[config.mk]
export PLATFORM = sky130hd
export DESIGN_NAME = commit_rrat_flat
export DESIGN_NICKNAME = d
export VERILOG_FILES = /design/src/rtl/commit_rrat_pkg.sv /design/src/rtl/commit_rrat_if.sv /design/src/rtl/commit_rrat.sv /design/src/flat_wrapper.sv
export SDC_FILE = /design/constraint.sdc
export NUM_CORES = 1
export LEC_CHECK = 0
export ABC_AREA = 1
export CORE_MARGIN = 2
export CORE_UTILIZATION = 54
export DETAILED_ROUTE_END_ITERATION = 10
export PLACE_DENSITY_LB_ADDON = 0.05
export SYNTH_ARGS = -nofsm -noshare
export SYNTH_HDL_FRONTEND = slang
export SYNTH_SLANG_ARGS = --single-unit
[constraint.sdc]
create_clock -name clk -period 2.6 [get_ports clk]
set_clock_uncertainty 0.15 [all_clocks]
set_input_delay 0.65 -clock clk [delete_from_list [all_inputs] [get_ports clk]]
set_output_delay 0.65 -clock clk [all_outputs]
set_load 0.02 [all_outputs]
[src/rtl/commit_rrat_pkg.sv]
// commit_rrat_pkg
//   Shared types and sizes for the retirement stage (commit_rrat).
//   Contents:
//     P_REG_DEPTH     physical register index width (64 pregs)
//     R_REG_DEPTH     architectural register index width (32 aregs)
//     NUM_AREG        number of architectural registers (2**R_REG_DEPTH)
//     retire_entry_t  one retiring ROB entry {rd, pd, upd, flush}
//     commit_state_t  retirement FSM states {CS_RUN, CS_RECOVER}
package commit_rrat_pkg;

  localparam int P_REG_DEPTH = 6;
  localparam int R_REG_DEPTH = 5;
  localparam int NUM_AREG    = 2 ** R_REG_DEPTH;

  typedef struct packed {
    logic [R_REG_DEPTH-1:0] rd;
    logic [P_REG_DEPTH-1:0] pd;
    logic                   upd;
    logic                   flush;
  } retire_entry_t;

  typedef enum logic {
    CS_RUN     = 1'b0,
    CS_RECOVER = 1'b1
  } commit_state_t;

endpackage

[src/rtl/commit_rrat_if.sv]
// commit_rrat_if
//   Bundles the retire input bus, the free-list return, the front-RAT
//   recovery stream and (optionally) the statistics counters.
//   Modports:
//     master : ROB / surrounding pipeline side (drives retire_*)
//     slave  : commit_rrat side (drives free_*, rec_*, recover_*)
//   Signals:
//     retire_valid/rd/pd/upd/flush  retiring entry from the ROB head
//     free_valid/free_pd            superseded preg returned to free list
//     rec_valid/rec_rd/rec_pd       recovery write into the front RAT
//     recover_busy/recover_done     recovery in progress / finished pulse
//     stat_retired/flushes/freed    only when COMMIT_RRAT_STATS_EN is defined
interface commit_rrat_if;
  import commit_rrat_pkg::*;

  logic                   retire_valid;
  logic [R_REG_DEPTH-1:0] retire_rd;
  logic [P_REG_DEPTH-1:0] retire_pd;
  logic                   retire_upd;
  logic                   retire_flush;

  logic                   free_valid;
  logic [P_REG_DEPTH-1:0] free_pd;

  logic                   rec_valid;
  logic [R_REG_DEPTH-1:0] rec_rd;
  logic [P_REG_DEPTH-1:0] rec_pd;
  logic                   recover_busy;
  logic                   recover_done;

`ifdef COMMIT_RRAT_STATS_EN
  logic [31:0]            stat_retired;
  logic [31:0]            stat_flushes;
  logic [31:0]            stat_freed;

  modport master (
    output retire_valid, retire_rd, retire_pd, retire_upd, retire_flush,
    input  free_valid, free_pd,
    input  rec_valid, rec_rd, rec_pd, recover_busy, recover_done,
    input  stat_retired, stat_flushes, stat_freed
  );

  modport slave (
    input  retire_valid, retire_rd, retire_pd, retire_upd, retire_flush,
    output free_valid, free_pd,
    output rec_valid, rec_rd, rec_pd, recover_busy, recover_done,
    output stat_retired, stat_flushes, stat_freed
  );
`else
  modport master (
    output retire_valid, retire_rd, retire_pd, retire_upd, retire_flush,
    input  free_valid, free_pd,
    input  rec_valid, rec_rd, rec_pd, recover_busy, recover_done
  );

  modport slave (
    input  retire_valid, retire_rd, retire_pd, retire_upd, retire_flush,
    output free_valid, free_pd,
    output rec_valid, rec_rd, rec_pd, recover_busy, recover_done
  );
`endif

endinterface

[src/rtl/commit_rrat.sv]
// commit_rrat
//   Retirement stage behind the reorder buffer. Accepts one retired entry
//   per cycle, keeps the retirement RAT (committed arch->phys map), returns
//   each superseded preg to the free list one cycle later, and on a
//   commit-time flush streams the whole RRAT back into the front-end RAT
//   over NUM_AREG cycles while holding dispatch off.
//   Ports:
//     clk  clock
//     rst  synchronous, active-high reset
//     bus  commit_rrat_if.slave (retire in; free, recovery, stats out)
//   Optional feature:
//     COMMIT_RRAT_STATS_EN  adds saturating 32-bit retired/flush/freed
//                           counters on bus.stat_*.
module commit_rrat
  import commit_rrat_pkg::*;
(
  input  logic         clk,
  input  logic         rst,
  commit_rrat_if.slave bus
);

  localparam logic [R_REG_DEPTH:0] LP_CNT_LAST = (R_REG_DEPTH+1)'(NUM_AREG - 1);

  retire_entry_t          w_ent;
  commit_state_t          r_state;
  commit_state_t          w_state_nxt;
  logic [R_REG_DEPTH:0]   r_cnt;
  logic [R_REG_DEPTH:0]   w_cnt_nxt;
  logic [P_REG_DEPTH-1:0] r_rrat [NUM_AREG];
  logic                   r_free_valid;
  logic [P_REG_DEPTH-1:0] r_free_pd;
  logic                   r_done;
  logic                   w_accept;
  logic                   w_write;
  logic                   w_last;
  logic                   w_recover;

  always_comb begin
    w_ent.rd    = bus.retire_rd;
    w_ent.pd    = bus.retire_pd;
    w_ent.upd   = bus.retire_upd;
    w_ent.flush = bus.retire_flush;
  end

  // The ROB is already flushed during recovery, so retires are only taken in RUN.
  assign w_recover = (r_state == CS_RECOVER);
  assign w_accept  = bus.retire_valid && !w_recover;
  // x0 is hard-wired to preg 0 and never remapped.
  assign w_write   = w_accept && w_ent.upd && (w_ent.rd != '0);
  assign w_last    = w_recover && (r_cnt == LP_CNT_LAST);

  always_ff @(posedge clk) begin
    if (rst) begin
      r_state <= CS_RUN;
      r_cnt   <= '0;
    end else begin
      r_state <= w_state_nxt;
      r_cnt   <= w_cnt_nxt;
    end
  end

  always_comb begin
    w_state_nxt = r_state;
    w_cnt_nxt   = r_cnt;
    case (r_state)
      CS_RUN: begin
        if (w_accept && w_ent.flush) begin
          w_state_nxt = CS_RECOVER;
          w_cnt_nxt   = '0;
        end
      end
      CS_RECOVER: begin
        if (w_last) begin
          w_state_nxt = CS_RUN;
          w_cnt_nxt   = '0;
        end else begin
          w_cnt_nxt = r_cnt + 1'b1;
        end
      end
      default: begin
        w_state_nxt = CS_RUN;
        w_cnt_nxt   = '0;
      end
    endcase
  end

  // RRAT storage: identity map out of reset.
  always_ff @(posedge clk) begin
    if (rst) begin
      for (int i = 0; i < NUM_AREG; i++) begin
        r_rrat[i] <= P_REG_DEPTH'(i);
      end
    end else if (w_write) begin
      r_rrat[w_ent.rd] <= w_ent.pd;
    end
  end

  // Free-list return: the mapping being overwritten, one cycle later.
  always_ff @(posedge clk) begin
    if (rst) begin
      r_free_valid <= 1'b0;
      r_free_pd    <= '0;
      r_done       <= 1'b0;
    end else begin
      r_free_valid <= w_write;
      if (w_write) begin
        r_free_pd <= r_rrat[w_ent.rd];
      end
      r_done <= w_last;
    end
  end

  assign bus.free_valid   = r_free_valid;
  assign bus.free_pd      = r_free_pd;
  assign bus.rec_valid    = w_recover;
  assign bus.rec_rd       = r_cnt[R_REG_DEPTH-1:0];
  assign bus.rec_pd       = w_recover ? r_rrat[r_cnt[R_REG_DEPTH-1:0]] : '0;
  assign bus.recover_busy = w_recover;
  assign bus.recover_done = r_done;

`ifdef COMMIT_RRAT_STATS_EN
  logic [31:0] r_stat_retired;
  logic [31:0] r_stat_flushes;
  logic [31:0] r_stat_freed;

  function automatic logic [31:0] sat_inc(input logic [31:0] v, input logic en);
    return (en && (v != '1)) ? (v + 32'd1) : v;
  endfunction

  always_ff @(posedge clk) begin
    if (rst) begin
      r_stat_retired <= '0;
      r_stat_flushes <= '0;
      r_stat_freed   <= '0;
    end else begin
      r_stat_retired <= sat_inc(r_stat_retired, w_accept);
      r_stat_flushes <= sat_inc(r_stat_flushes, w_accept && w_ent.flush);
      r_stat_freed   <= sat_inc(r_stat_freed, w_write);
    end
  end

  assign bus.stat_retired = r_stat_retired;
  assign bus.stat_flushes = r_stat_flushes;
  assign bus.stat_freed   = r_stat_freed;
`endif

  // Remapping a register onto the preg it already holds would free a live preg.
  a_no_self_remap: assert property (@(posedge clk) disable iff (rst)
    w_write |-> (r_rrat[w_ent.rd] != w_ent.pd));

endmodule

[src/flat_wrapper.sv]
// flat-port wrapper written by rule: the top's interface ports become plain ports
module commit_rrat_flat import commit_rrat_pkg::*;
  (clk, rst, bus_retire_valid, bus_retire_rd, bus_retire_pd, bus_retire_upd, bus_retire_flush, bus_free_valid, bus_free_pd, bus_rec_valid, bus_rec_rd, bus_rec_pd, bus_recover_busy, bus_recover_done);
  commit_rrat_if bus_i ();
  input  logic clk;
  input  logic rst;
  input wire logic [$bits(bus_i.retire_valid)-1:0] bus_retire_valid;
  input wire logic [$bits(bus_i.retire_rd)-1:0] bus_retire_rd;
  input wire logic [$bits(bus_i.retire_pd)-1:0] bus_retire_pd;
  input wire logic [$bits(bus_i.retire_upd)-1:0] bus_retire_upd;
  input wire logic [$bits(bus_i.retire_flush)-1:0] bus_retire_flush;
  output wire logic [$bits(bus_i.free_valid)-1:0] bus_free_valid;
  output wire logic [$bits(bus_i.free_pd)-1:0] bus_free_pd;
  output wire logic [$bits(bus_i.rec_valid)-1:0] bus_rec_valid;
  output wire logic [$bits(bus_i.rec_rd)-1:0] bus_rec_rd;
  output wire logic [$bits(bus_i.rec_pd)-1:0] bus_rec_pd;
  output wire logic [$bits(bus_i.recover_busy)-1:0] bus_recover_busy;
  output wire logic [$bits(bus_i.recover_done)-1:0] bus_recover_done;
  assign bus_i.retire_valid = bus_retire_valid;
  assign bus_i.retire_rd = bus_retire_rd;
  assign bus_i.retire_pd = bus_retire_pd;
  assign bus_i.retire_upd = bus_retire_upd;
  assign bus_i.retire_flush = bus_retire_flush;
  assign bus_free_valid = bus_i.free_valid;
  assign bus_free_pd = bus_i.free_pd;
  assign bus_rec_valid = bus_i.rec_valid;
  assign bus_rec_rd = bus_i.rec_rd;
  assign bus_rec_pd = bus_i.rec_pd;
  assign bus_recover_busy = bus_i.recover_busy;
  assign bus_recover_done = bus_i.recover_done;
  commit_rrat u_core (.clk(clk), .rst(rst), .bus(bus_i));
endmodule
==> flow_metrics.env <==
export IMPL_status="finished with violations"
export IMPL_violations="setup timing"
export IMPL_ys_ff_latch=212
export IMPL_drive_gt1_share_pct=16.3
export IMPL_yosys_area_top_type="edfxtp_1"
export IMPL_critPathTopFamily="buffers and inverters"
export IMPL_initial_core_util_pct=54.8
export IMPL_fin_tns_setup_ns=-2.13
export IMPL_min_period_over_period_pct=117
export IMPL_cp_cell_sequence="buf_12 -> inv_12 -> clkbuf_16 -> o21ai_1 -> o211ai_1 -> and2_4 -> nor2_4 -> nor2_4 -> buf_6"
export IMPL_vias_per_cell=5.72
export IMPL_syn_area_sq_mm=0.0119
export IMPL_hold_depth=1
export IMPL_reg2reg_from="u_core.bus.rec_valid"
export IMPL_portBuffers=36
export IMPL_async_reset_ff_share_pct=0
export IMPL_num_antenna_cells=0
export IMPL_power_density_mw_per_mm2=568
export IMPL_final_setup_worst_slack_ns=-0.434
export IMPL_core_area_sq_mm=0.0218
export IMPL_p_sw_mw=2.18
export IMPL_dr_total_vias=11300
export IMPL_ys_warn_count=0
export IMPL_min_period_ns=3.03
export IMPL_dr_wl_met3_um=4670
export IMPL_dr_wl_met2_um=18100
export IMPL_pre_cts_slack_ns=-0.287
export IMPL_synth_area_leaders="edfxtp_1, nand2_1, nand3_1, nor2_1, dfxtp_1"
export IMPL_final_cell_count_no_fill=1981
export IMPL_grt_use_total_pct=32.8
export IMPL_die_area_sq_mm=0.0233
export IMPL_overflow=0
export IMPL_fillers=1838
export IMPL_die_h_um=153
export IMPL_power_share_clock_pct=38.8
export IMPL_p_int_mw=6.18
export IMPL_hold_violations=0
export IMPL_ff2ff_path_depth=9
export IMPL_slowest_stage="dfxtp_4"
export IMPL_cp_max_fo=6
export IMPL_ios=37
export IMPL_path_common_cell="nor2_4"
export IMPL_start_kind="flip-flop"
export IMPL_routed_wl_um=40100
export IMPL_total_power_mw=8.36
export IMPL_wl_met1_um=15900
export IMPL_synth_top_area_share_pct=48.3
export IMPL_grt_pass1_wl_um=58600
export IMPL_drv_cap=0
export IMPL_hold_class="reg -> reg"
export IMPL_r2r_slack_ns=0.33
export IMPL_rsz0062_at_grt="yes"
export IMPL_die_width_um=153
export IMPL_wire_per_inst_um=20.3
export IMPL_antenna_found_initial=1
export IMPL_grt_pass1_vias=10400
export IMPL_final_cell_mix="nand2_1, edfxtp_1, nand3_1, nor2_1, buf_4"
export IMPL_slew_headroom_pct=61.0
export IMPL_required_ns=1.80
export IMPL_worstReg2RegEnd="u_core.r_rrat[25][1]"
export IMPL_finalMaxSlewViolations=0
export IMPL_avgSynthCellArea_sq_um=7.49
export IMPL_clk_path_buf_depth=3
export IMPL_cpPeakStageDelay_ns=0.39
export IMPL_grt_max_degree=57
export IMPL_synth_ff_type="edfxtp_1"
export IMPL_clock_latency_ns=0.52
export IMPL_tightestPinTransition_ns=0.584
export IMPL_area_growth_pct=23.4
export IMPL_syn_inst=1592
export IMPL_clock_sinks=212
export IMPL_p_leak_nw=6.53
export IMPL_first_iter_violations=1518
export IMPL_hp_start="u_core.r_cnt[5]"
export IMPL_row_count=54
export IMPL_dpl_cell_count=1920
export IMPL_place_hpwl_um=25400
export IMPL_path_clk_slew_ns=0.06
export IMPL_sw_frac_of_total_pct=26.0
export IMPL_final_common_cell="nand2_1"
export IMPL_final_util_pct=67.6
export IMPL_power_frac_seq_pct=46.4
export IMPL_drcViolationCount=0
export IMPL_timing_fmax_ghz=0.330
export IMPL_finalSetupViolCount=6
export IMPL_cts_buffers=24
export IMPL_drtPass1Iterations=6
export IMPL_critPathBufInv=4
export IMPL_cts_tree="built"
export IMPL_routabilityCongestion=0.937
export IMPL_hold_end="u_core.bus.recover_done"
export IMPL_synth_seq_area_share_pct=51.7
export IMPL_critPathKind="reg -> out"
export IMPL_vdd_drop_max_mv=0.539
export IMPL_root_buffer="clkbuf_16"
export IMPL_comb_power_share_pct=14.8
export IMPL_layout_nets=1701
export IMPL_postRouteAntennaNets=0
export IMPL_cp_arrival_ns=2.23
export IMPL_maxUsedRoutingLayer="met4"
export IMPL_yosysUniqueCellTypes=37
export IMPL_htree_levels=1
export IMPL_synth_edf_count=192
export IMPL_critPathCaptureType="primary output"
export IMPL_hold_buffers=0
==> area by class of cell <==
class	count	area, sq um	share of cell area, %
clock buffers	36	697	4.74
well taps	280	350	2.38
inverters	72	304	2.07
repair buffers	163	1840	12.5
repair inverters	1	16.3	0.111
flip-flops and latches	212	6170	41.9
multi-input cells	1210	5280	35.9
clock inverters	7	53.8	0.366
==> worst max path at each step <==
stage / start / endpoint / slack [ns] / depth (start not counted)
after global routing: flip-flop / bus_rec_pd[1] / -0.43 / 12
after floorplan: flip-flop / bus_rec_pd[1] / 0.31 / 12
after detailed placement: flip-flop / bus_rec_pd[1] / -0.29 / 9
after CTS: flip-flop / bus_rec_pd[3] / -0.31 / 10
final: flip-flop / bus_rec_pd[1] / -0.43 / 9
after global placement: flip-flop / bus_rec_pd[1] / -0.29 / 8
==> stage by stage <==
stage / cell area [sq um] / hold slack (ns)
floorplan: 11900 / 0.316
global placement: 13300 / 0.360
detailed placement: 13300 / 0.361
CTS: 14300 / 0.367
global route: 14700 / 0.416
finish: 14700 / 0.362
==> per-layer routing <==
metal  GRT usage, %  vias to the layer above
li1               -                     5260
met1           46.0                     5240
met2           51.5                      723
met3           6.60                      105
met4           10.7                        0
met5              0                        -
==> cells by family after synthesis <==
group,after synthesis,share of synthesized area [%]
AO/OA/AOI/OAI,35,1.63
XOR/XNOR,1,0.0734
adder cells (fa/ha/maj),1,0.105
buffers and inverters,175,6.21
flip-flops,212,51.7
other,1,0.0314
AND/OR/NAND/NOR,1167,40.3
==> repair_timing <==
| action | in CTS | in global routing |
|---|---|---|
| hold endpoints to repair | 0 | 0 |
| setup endpoints to repair | 8 | 6 |
| resized for setup | 79 | 53 |
| buffers inserted | 0 | 6 |
| cloned | 3 | 9 |
| pin swaps | 8 | 21 |
==> worst register-to-register path: cells and delay by family, from the launching register on <==
kind                   cells  cell delay (ns)
buffers and inverters      4             0.47
DFF                        1             0.42
and+or+nand+nor            5             0.95
==> sequential cells by signal, summed over array words and instances (netlist names), named ones only <==
| name | cells |
|---|---|
| u_core.bus.rec_valid | 1 |
| u_core.bus.recover_done | 1 |
| u_core.r_cnt | 6 |
| u_core.bus.free_pd | 6 |
| u_core.bus.free_valid | 1 |
| u_core.r_rrat | 192 |
==> Yosys cell counts (3+ instances only) <==
master,instances
clkinv_1,3
buf_1,8
nor2_2,4
nor2_4,5
and2_1,4
nand2_1,810
o211ai_1,4
clkbuf_1,53
nand2_2,5
nor3_4,6
nor3_1,3
buf_2,32
nand2_4,4
buf_4,9
nor2_1,149
a21oi_1,17
nand4_1,7
o21ai_0,10
edfxtp_1,192
inv_1,44
inv_2,24
dfxtp_1,20
nand3_1,165
==> power groups by stage <==
stage	clock network (mW)	logic, mW	registers [mW]
5_1_grt	3.42	1.32	3.88
2_1_floorplan	0	0.625	3.92
3_5_place_dp	0	1.03	3.94
6_report	3.24	1.24	3.88
3_3_place_gp	0	1.02	3.94
4_1_cts	3.27	1.09	3.87
Note: power is estimated with default switching activity, not from simulation.
